### src/rtl/exec_mem_pipe_if.sv
// Handshake bundle between the EX stage, the EX/MEM pipe and the MEM stage.
// slave is the pipe's view; master is the surrounding stages' view.
interface exec_mem_pipe_if #(
  parameter int unsigned DATA_W = 70
);
  logic              in_valid;
  logic              in_ready;
  logic [DATA_W-1:0] in_data;
  logic              in_wr_en;
  logic              out_valid;
  logic              out_ready;
  logic [DATA_W-1:0] out_data;
  logic              out_wr_en;

  modport slave (
    input  in_valid, in_data, in_wr_en, out_ready,
    output in_ready, out_valid, out_data, out_wr_en
  );

  modport master (
    output in_valid, in_data, in_wr_en, out_ready,
    input  in_ready, out_valid, out_data, out_wr_en
  );
endinterface

### src/rtl/exec_mem_pipe.sv
// Handshaked EX/MEM pipeline register with optional skid buffer, synchronous
// flush and saturating stall/flush performance counters.
module exec_mem_pipe #(
  parameter int unsigned DATA_W = 70,
  parameter int unsigned SKID   = 1,
  parameter int unsigned CNT_W  = 16
) (
  input  logic               clk,
  input  logic               rst,
  exec_mem_pipe_if.slave     bus,
  input  logic               flush,
  output logic [1:0]         occupancy,
  input  logic               clr_cnt,
  output logic [CNT_W-1:0]   stall_cnt,
  output logic [CNT_W-1:0]   flush_cnt
);

  logic              accept;
  logic              consume;
  logic              head_valid;
  logic              head_wr;
  logic [DATA_W-1:0] head_data;

  assign accept        = bus.in_valid & bus.in_ready;
  assign consume       = head_valid & bus.out_ready;
  assign bus.out_valid = head_valid;
  assign bus.out_data  = head_data;
  assign bus.out_wr_en = head_valid & head_wr;

  generate
    if (SKID != 0) begin : g_skid
      typedef enum logic [1:0] {EMPTY, ONE, TWO} state_e;

      state_e            state_q, state_d;
      logic              ready_q;
      logic [DATA_W-1:0] main_data_q, skid_data_q;
      logic              main_wr_q, skid_wr_q;

      always_comb begin
        state_d = state_q;
        if (flush) begin
          state_d = EMPTY;
        end else begin
          case (state_q)
            EMPTY:   if (accept) state_d = ONE;
            ONE: begin
              if (accept && !consume)      state_d = TWO;
              else if (!accept && consume) state_d = EMPTY;
            end
            TWO:     if (consume) state_d = ONE;
            default: state_d = EMPTY;
          endcase
        end
      end

      // Ready is registered from the next state so it never depends on out_ready.
      always_ff @(posedge clk or posedge rst) begin
        if (rst) begin
          state_q     <= EMPTY;
          ready_q     <= 1'b1;
          main_data_q <= '0;
          skid_data_q <= '0;
          main_wr_q   <= 1'b0;
          skid_wr_q   <= 1'b0;
        end else begin
          state_q <= state_d;
          ready_q <= (state_d != TWO);
          if (!flush) begin
            case (state_q)
              EMPTY: if (accept) begin
                main_data_q <= bus.in_data;
                main_wr_q   <= bus.in_wr_en;
              end
              ONE: if (accept && consume) begin
                main_data_q <= bus.in_data;
                main_wr_q   <= bus.in_wr_en;
              end else if (accept) begin
                skid_data_q <= bus.in_data;
                skid_wr_q   <= bus.in_wr_en;
              end
              TWO: if (consume) begin
                main_data_q <= skid_data_q;
                main_wr_q   <= skid_wr_q;
              end
              default: ;
            endcase
          end
        end
      end

      assign bus.in_ready = ready_q;
      assign head_valid   = (state_q != EMPTY);
      assign head_data    = main_data_q;
      assign head_wr      = main_wr_q;
      assign occupancy    = (state_q == TWO) ? 2'd2 : (state_q == ONE) ? 2'd1 : 2'd0;
    end else begin : g_reg
      logic              valid_q;
      logic [DATA_W-1:0] data_q;
      logic              wr_q;

      always_ff @(posedge clk or posedge rst) begin
        if (rst) begin
          valid_q <= 1'b0;
          data_q  <= '0;
          wr_q    <= 1'b0;
        end else if (flush) begin
          valid_q <= 1'b0;
        end else if (accept) begin
          valid_q <= 1'b1;
          data_q  <= bus.in_data;
          wr_q    <= bus.in_wr_en;
        end else if (consume) begin
          valid_q <= 1'b0;
        end
      end

      assign bus.in_ready = ~valid_q | bus.out_ready;
      assign head_valid   = valid_q;
      assign head_data    = data_q;
      assign head_wr      = wr_q;
      assign occupancy    = {1'b0, valid_q};
    end
  endgenerate

  logic [CNT_W-1:0] stall_q, flush_q;
  logic             stall_inc, flush_inc;

  assign stall_inc = head_valid & ~bus.out_ready;
  assign flush_inc = flush & (occupancy != 2'd0);

  always_ff @(posedge clk or posedge rst) begin
    if (rst) begin
      stall_q <= '0;
      flush_q <= '0;
    end else if (clr_cnt) begin
      stall_q <= '0;
      flush_q <= '0;
    end else begin
      if (stall_inc && !(&stall_q)) stall_q <= stall_q + 1'b1;
      if (flush_inc && !(&flush_q)) flush_q <= flush_q + 1'b1;
    end
  end

  assign stall_cnt = stall_q;
  assign flush_cnt = flush_q;

endmodule
### src/flat_wrapper.sv
// flat-port wrapper written by rule: the top's interface ports become plain ports
module exec_mem_pipe_flat 
#(
  parameter int unsigned DATA_W = 70,
  parameter int unsigned SKID   = 1,
  parameter int unsigned CNT_W  = 16
)
  (clk, rst, flush, occupancy, clr_cnt, stall_cnt, flush_cnt, bus_in_valid, bus_in_data, bus_in_wr_en, bus_out_ready, bus_in_ready, bus_out_valid, bus_out_data, bus_out_wr_en);
  exec_mem_pipe_if #(.DATA_W(DATA_W)) bus_i ();
  input  logic clk;
  input  logic rst;
  input  logic flush;
  output logic [1:0] occupancy;
  input  logic clr_cnt;
  output logic [CNT_W-1:0] stall_cnt;
  output logic [CNT_W-1:0] flush_cnt;
  input wire logic [$bits(bus_i.in_valid)-1:0] bus_in_valid;
  input wire logic [$bits(bus_i.in_data)-1:0] bus_in_data;
  input wire logic [$bits(bus_i.in_wr_en)-1:0] bus_in_wr_en;
  input wire logic [$bits(bus_i.out_ready)-1:0] bus_out_ready;
  output wire logic [$bits(bus_i.in_ready)-1:0] bus_in_ready;
  output wire logic [$bits(bus_i.out_valid)-1:0] bus_out_valid;
  output wire logic [$bits(bus_i.out_data)-1:0] bus_out_data;
  output wire logic [$bits(bus_i.out_wr_en)-1:0] bus_out_wr_en;
  assign bus_i.in_valid = bus_in_valid;
  assign bus_i.in_data = bus_in_data;
  assign bus_i.in_wr_en = bus_in_wr_en;
  assign bus_i.out_ready = bus_out_ready;
  assign bus_in_ready = bus_i.in_ready;
  assign bus_out_valid = bus_i.out_valid;
  assign bus_out_data = bus_i.out_data;
  assign bus_out_wr_en = bus_i.out_wr_en;
  exec_mem_pipe #(.DATA_W(DATA_W), .SKID(SKID), .CNT_W(CNT_W)) u_core (.clk(clk), .rst(rst), .bus(bus_i), .flush(flush), .occupancy(occupancy), .clr_cnt(clr_cnt), .stall_cnt(stall_cnt), .flush_cnt(flush_cnt));
endmodule
### config.mk
export PLATFORM = sky130hd
export DESIGN_NAME = exec_mem_pipe_flat
export DESIGN_NICKNAME = d
export VERILOG_FILES = /design/src/rtl/exec_mem_pipe_if.sv /design/src/rtl/exec_mem_pipe.sv /design/src/flat_wrapper.sv
export SDC_FILE = /design/constraint.sdc
export NUM_CORES = 1
export LEC_CHECK = 0
export BUFFER_PORTS_ARGS = -buffer_cell sky130_fd_sc_hd__buf_2
export CORE_AREA = 3 3 126 158
export DETAILED_ROUTE_END_ITERATION = 16
export DIE_AREA = 0 0 129 161
export GPL_ROUTABILITY_DRIVEN = 0
export GPL_TIMING_DRIVEN = 1
export PLACE_DENSITY = 0.64
export SLEW_MARGIN = 20
export SYNTH_ARGS = -nofsm -noshare
export SYNTH_HDL_FRONTEND = slang
export SYNTH_SLANG_ARGS = --single-unit
### constraint.sdc
create_clock -name clk -period 10.5 [get_ports clk]
set_input_delay 3.15 -clock clk [delete_from_list [all_inputs] [get_ports clk]]
set_output_delay 3.15 -clock clk [all_outputs]
set_load 0.05 [all_outputs]
==> flow_summary.ini <==
[sta]
max_slew_margin = 0.289
final-hold-violation-count = 0
fin_crit_sh = 0.471
fin_setup_tns_ps = 0
fin_crit_ps = 4940
setup_violations = 0
skew_ps = 8.87
fmax_mhz = 202
worst_pin_slew_ps = 1070
rsz0062_at_grt = false
drv_slew = 0

[worst_setup_path]
worst_ep_arrival_time_ps = 1790
critPathMostFrequentCell = inv_1
cp_cell_sequence = inv_1 -> ha_1 -> inv_1 -> buf_2
crit_slowest_cell = dfrtp_1
critPathMaxFanout = 8
max_stage_delay_ps = 420
path_class = register to output port
end_kind = output port
crit_required_ps = 7350
startpoint_type = register

[clocking]
cts-root-buf = clkbuf_16
clkTransAtPathRegs_ps = 60
cts_sinks = 177
max-clock-path-buffers = 2
numCtsBuffers = 17
cts_tree = done
clk_latency_ps = 420
cts_setup_buffers = 0
cts_hold_buf = 0
ctsResizeCount = 0
cts_max_level = 4

[cells_and_area]
final_design_area_no_fill_mm2 = 0.00996
nFillCells = 1637
register_area_mm2 = 0.00443
drive_above_1_share = 0.554
areaGrowthSynthToFinish_pct = 20.6
fin_nets = 869
stdcell_count = 1031
multi_input_area_mm2 = 0.00366
n_antenna_cell = 0

[floorplanning]
ios = 184
start_util = 0.443
dieArea_mm2 = 0.0208
die_width_um = 129
core_area_mm2 = 0.0186
num_rows = 56
die_height_um = 161

[drt]
vias = 5703
dr.pass1.iters = 5
drc = 0
wl_per_cell_um = 18.0
via_per_inst = 5.53
antenna_left = 0
wirelength_um = 18500
drtIter0Drc = 272

[global_route]
grt_pass1_wl_um = 30500
grt.overflow.total = 0
antenna_found_initial = 2
grt_pass1_vias = 6030
grt_max_degree = 115
grt_util_all_layers = 0.182

[logic_synthesis]
synthCells = 611
synth.avg_cell_area_um2 = 13.5
yosysTopAreaCell = dfrtp_1
synth_cell_types = 54
yosys.area.top_type_share = 0.533
synth_nets = 694
syn_area_mm2 = 0.00826
synth_area_leaders = dfrtp_1 53%, mux2_2 28%, a21oi_1 1.3%
synth-warning-count = 0
synth-seq-cells = 177
ys_seq_area_frac = 0.537

[pwr]
leakage_nw = 4.43
p_per_area_mw_per_mm2 = 254
ir_worst_vdd_v = 0.000150

[place]
port_buffers = 183
dp_hpwl_um = 12500
dpl-instance-area_mm2 = 0.00937
place_inst = 999

[worst_hold_path]
worstHoldPathType = register to register

[job]
maxCapViolCount = 0

[outcome]
status = finished, final reports clean
==> Yosys cell counts, drive strengths merged <==
| cell | instances |
|---|---|
| or3 | 6 |
| and3 | 5 |
| a21oi | 22 |
| nor4bb | 1 |
| o221a | 1 |
| or4b | 2 |
| buf | 19 |
| dfstp | 1 |
| o21a | 4 |
| mux2i | 3 |
| and2 | 3 |
| and4 | 3 |
| nor2 | 10 |
| o311ai | 4 |
| a21o | 1 |
| o21ai | 8 |
| nor3 | 4 |
| nor2b | 3 |
| clkbuf | 11 |
| o31a | 3 |
| nand2 | 18 |
| o21ba | 2 |
| a311o | 1 |
| nor4 | 7 |
| ha | 6 |
| inv | 12 |
| o41ai | 6 |
| nand2b | 2 |
| o221ai | 1 |
| or3b | 2 |
| or4 | 9 |
| nor4b | 1 |
| or2 | 3 |
| mux2 | 215 |
| nor3b | 1 |
| a21boi | 1 |
| dfrtp | 176 |
| o31ai | 9 |
| a31o | 1 |
| nand4 | 9 |
| a211oi | 2 |
| nand3 | 13 |
==> registers in the layout (all words and copies together), names as in the netlist <==
register                   count
u_core.bus.in_ready            1
u_core.stall_cnt              16
u_core.flush_cnt              16
u_core.bus.out_data           70
u_core.g_skid.main_wr_q        1
u_core.g_skid.skid_wr_q        1
u_core.g_skid.state_q          2
u_core.g_skid.skid_data_q     70
==> final timing paths <==
path,startpoint,to,slack [ps],cells after the start
min reg2reg,u_core.g_skid.skid_data_q[58]$_DFFE_PP0P_,u_core.g_skid.skid_data_q[58]$_DFFE_PP0P_,480,1
min in group asynchronous,rst,u_core.bus.out_data[48]$_DFFE_PP0P_,2890,2
min,u_core.g_skid.skid_data_q[58]$_DFFE_PP0P_,u_core.g_skid.skid_data_q[58]$_DFFE_PP0P_,480,1
max in group asynchronous,rst,u_core.g_skid.state_q[0]$_DFF_PP0_,6240,3
max reg2reg,u_core.g_skid.state_q[0]$_DFF_PP0_,u_core.g_skid.skid_data_q[44]$_DFFE_PP0P_,7770,6
max,u_core.g_skid.state_q[0]$_DFF_PP0_,bus_out_valid,5560,4
==> layer usage <==
layer  wire length (um)  vias to the layer above  global-route usage
li1                   -                     2621                   -
met1               7430                     2863               0.215
met2               9370                      181               0.309
met3               1290                       34              0.0595
met4                397                        4              0.0640
met5                 34                        -                   0
==> power by group <==
part           switching, W  total (W)  leakage [nW]  internal, W
Sequential         0.000120    0.00104          2.17     0.000919
Combinational      0.000560   0.000861          1.97     0.000300
Clock              0.000265   0.000632         0.287     0.000367
==> metrics by stage <==
stage	power [W]	worst slack (ps)	hold slack [ps]	utilization
after global routing	0.00266	5460	495	0.534
after CTS	0.00256	5540	487	0.534
after detailed placement	0.00192	5220	472	0.503
after floorplan	0.00170	2550	452	-
after global placement	0.00189	5300	461	0.503
final	0.00253	5560	482	0.534
==> area by class of cell <==
cell class	instances	area share
Clock inverter	10	0.0124
Multi-Input combinational cell	392	0.367
Sequential cell	177	0.445
Clock buffer	22	0.0466
Tap cell	232	0.0291
Timing Repair Buffer	186	0.0942
Inverter	12	0.00528
==> cells in the final DEF, fill, tap and decap left out, types with 4 or more instances in the layout <==
cell       instances
mux2_2           208
buf_2            183
dfrtp_1          176
a21oi_1           22
nand2_1           18
clkbuf_16         17
nand3_1           13
inv_1             11
nor2_1            10
o31ai_1            9
o21ai_0            8
or4_1              8
nand4_1            7
mux2_1             7
o41ai_1            6
and3_1             5
nor4_1             5
or3_1              5
ha_1               5
nor3_1             4
==> kinds of logic after synthesis <==
family                   share of synthesized area
AND/OR/NAND/NOR                             0.0793
buffers and inverters                       0.0226
multiplexers                                 0.297
adder cells (fa/ha/maj)                    0.00909
flip-flops                                   0.537
AO/OA/AOI/OAI                               0.0556
==> worst max-delay path: cells and delay by family, from the launching register on <==
| kind | cells | cell delay (ps) |
|---|---|---|
| adder cells (fa/ha/maj) | 1 | 330 |
| buffers and inverters | 3 | 630 |
| flip-flops | 1 | 420 |
Power figures use the tool's default switching activity.
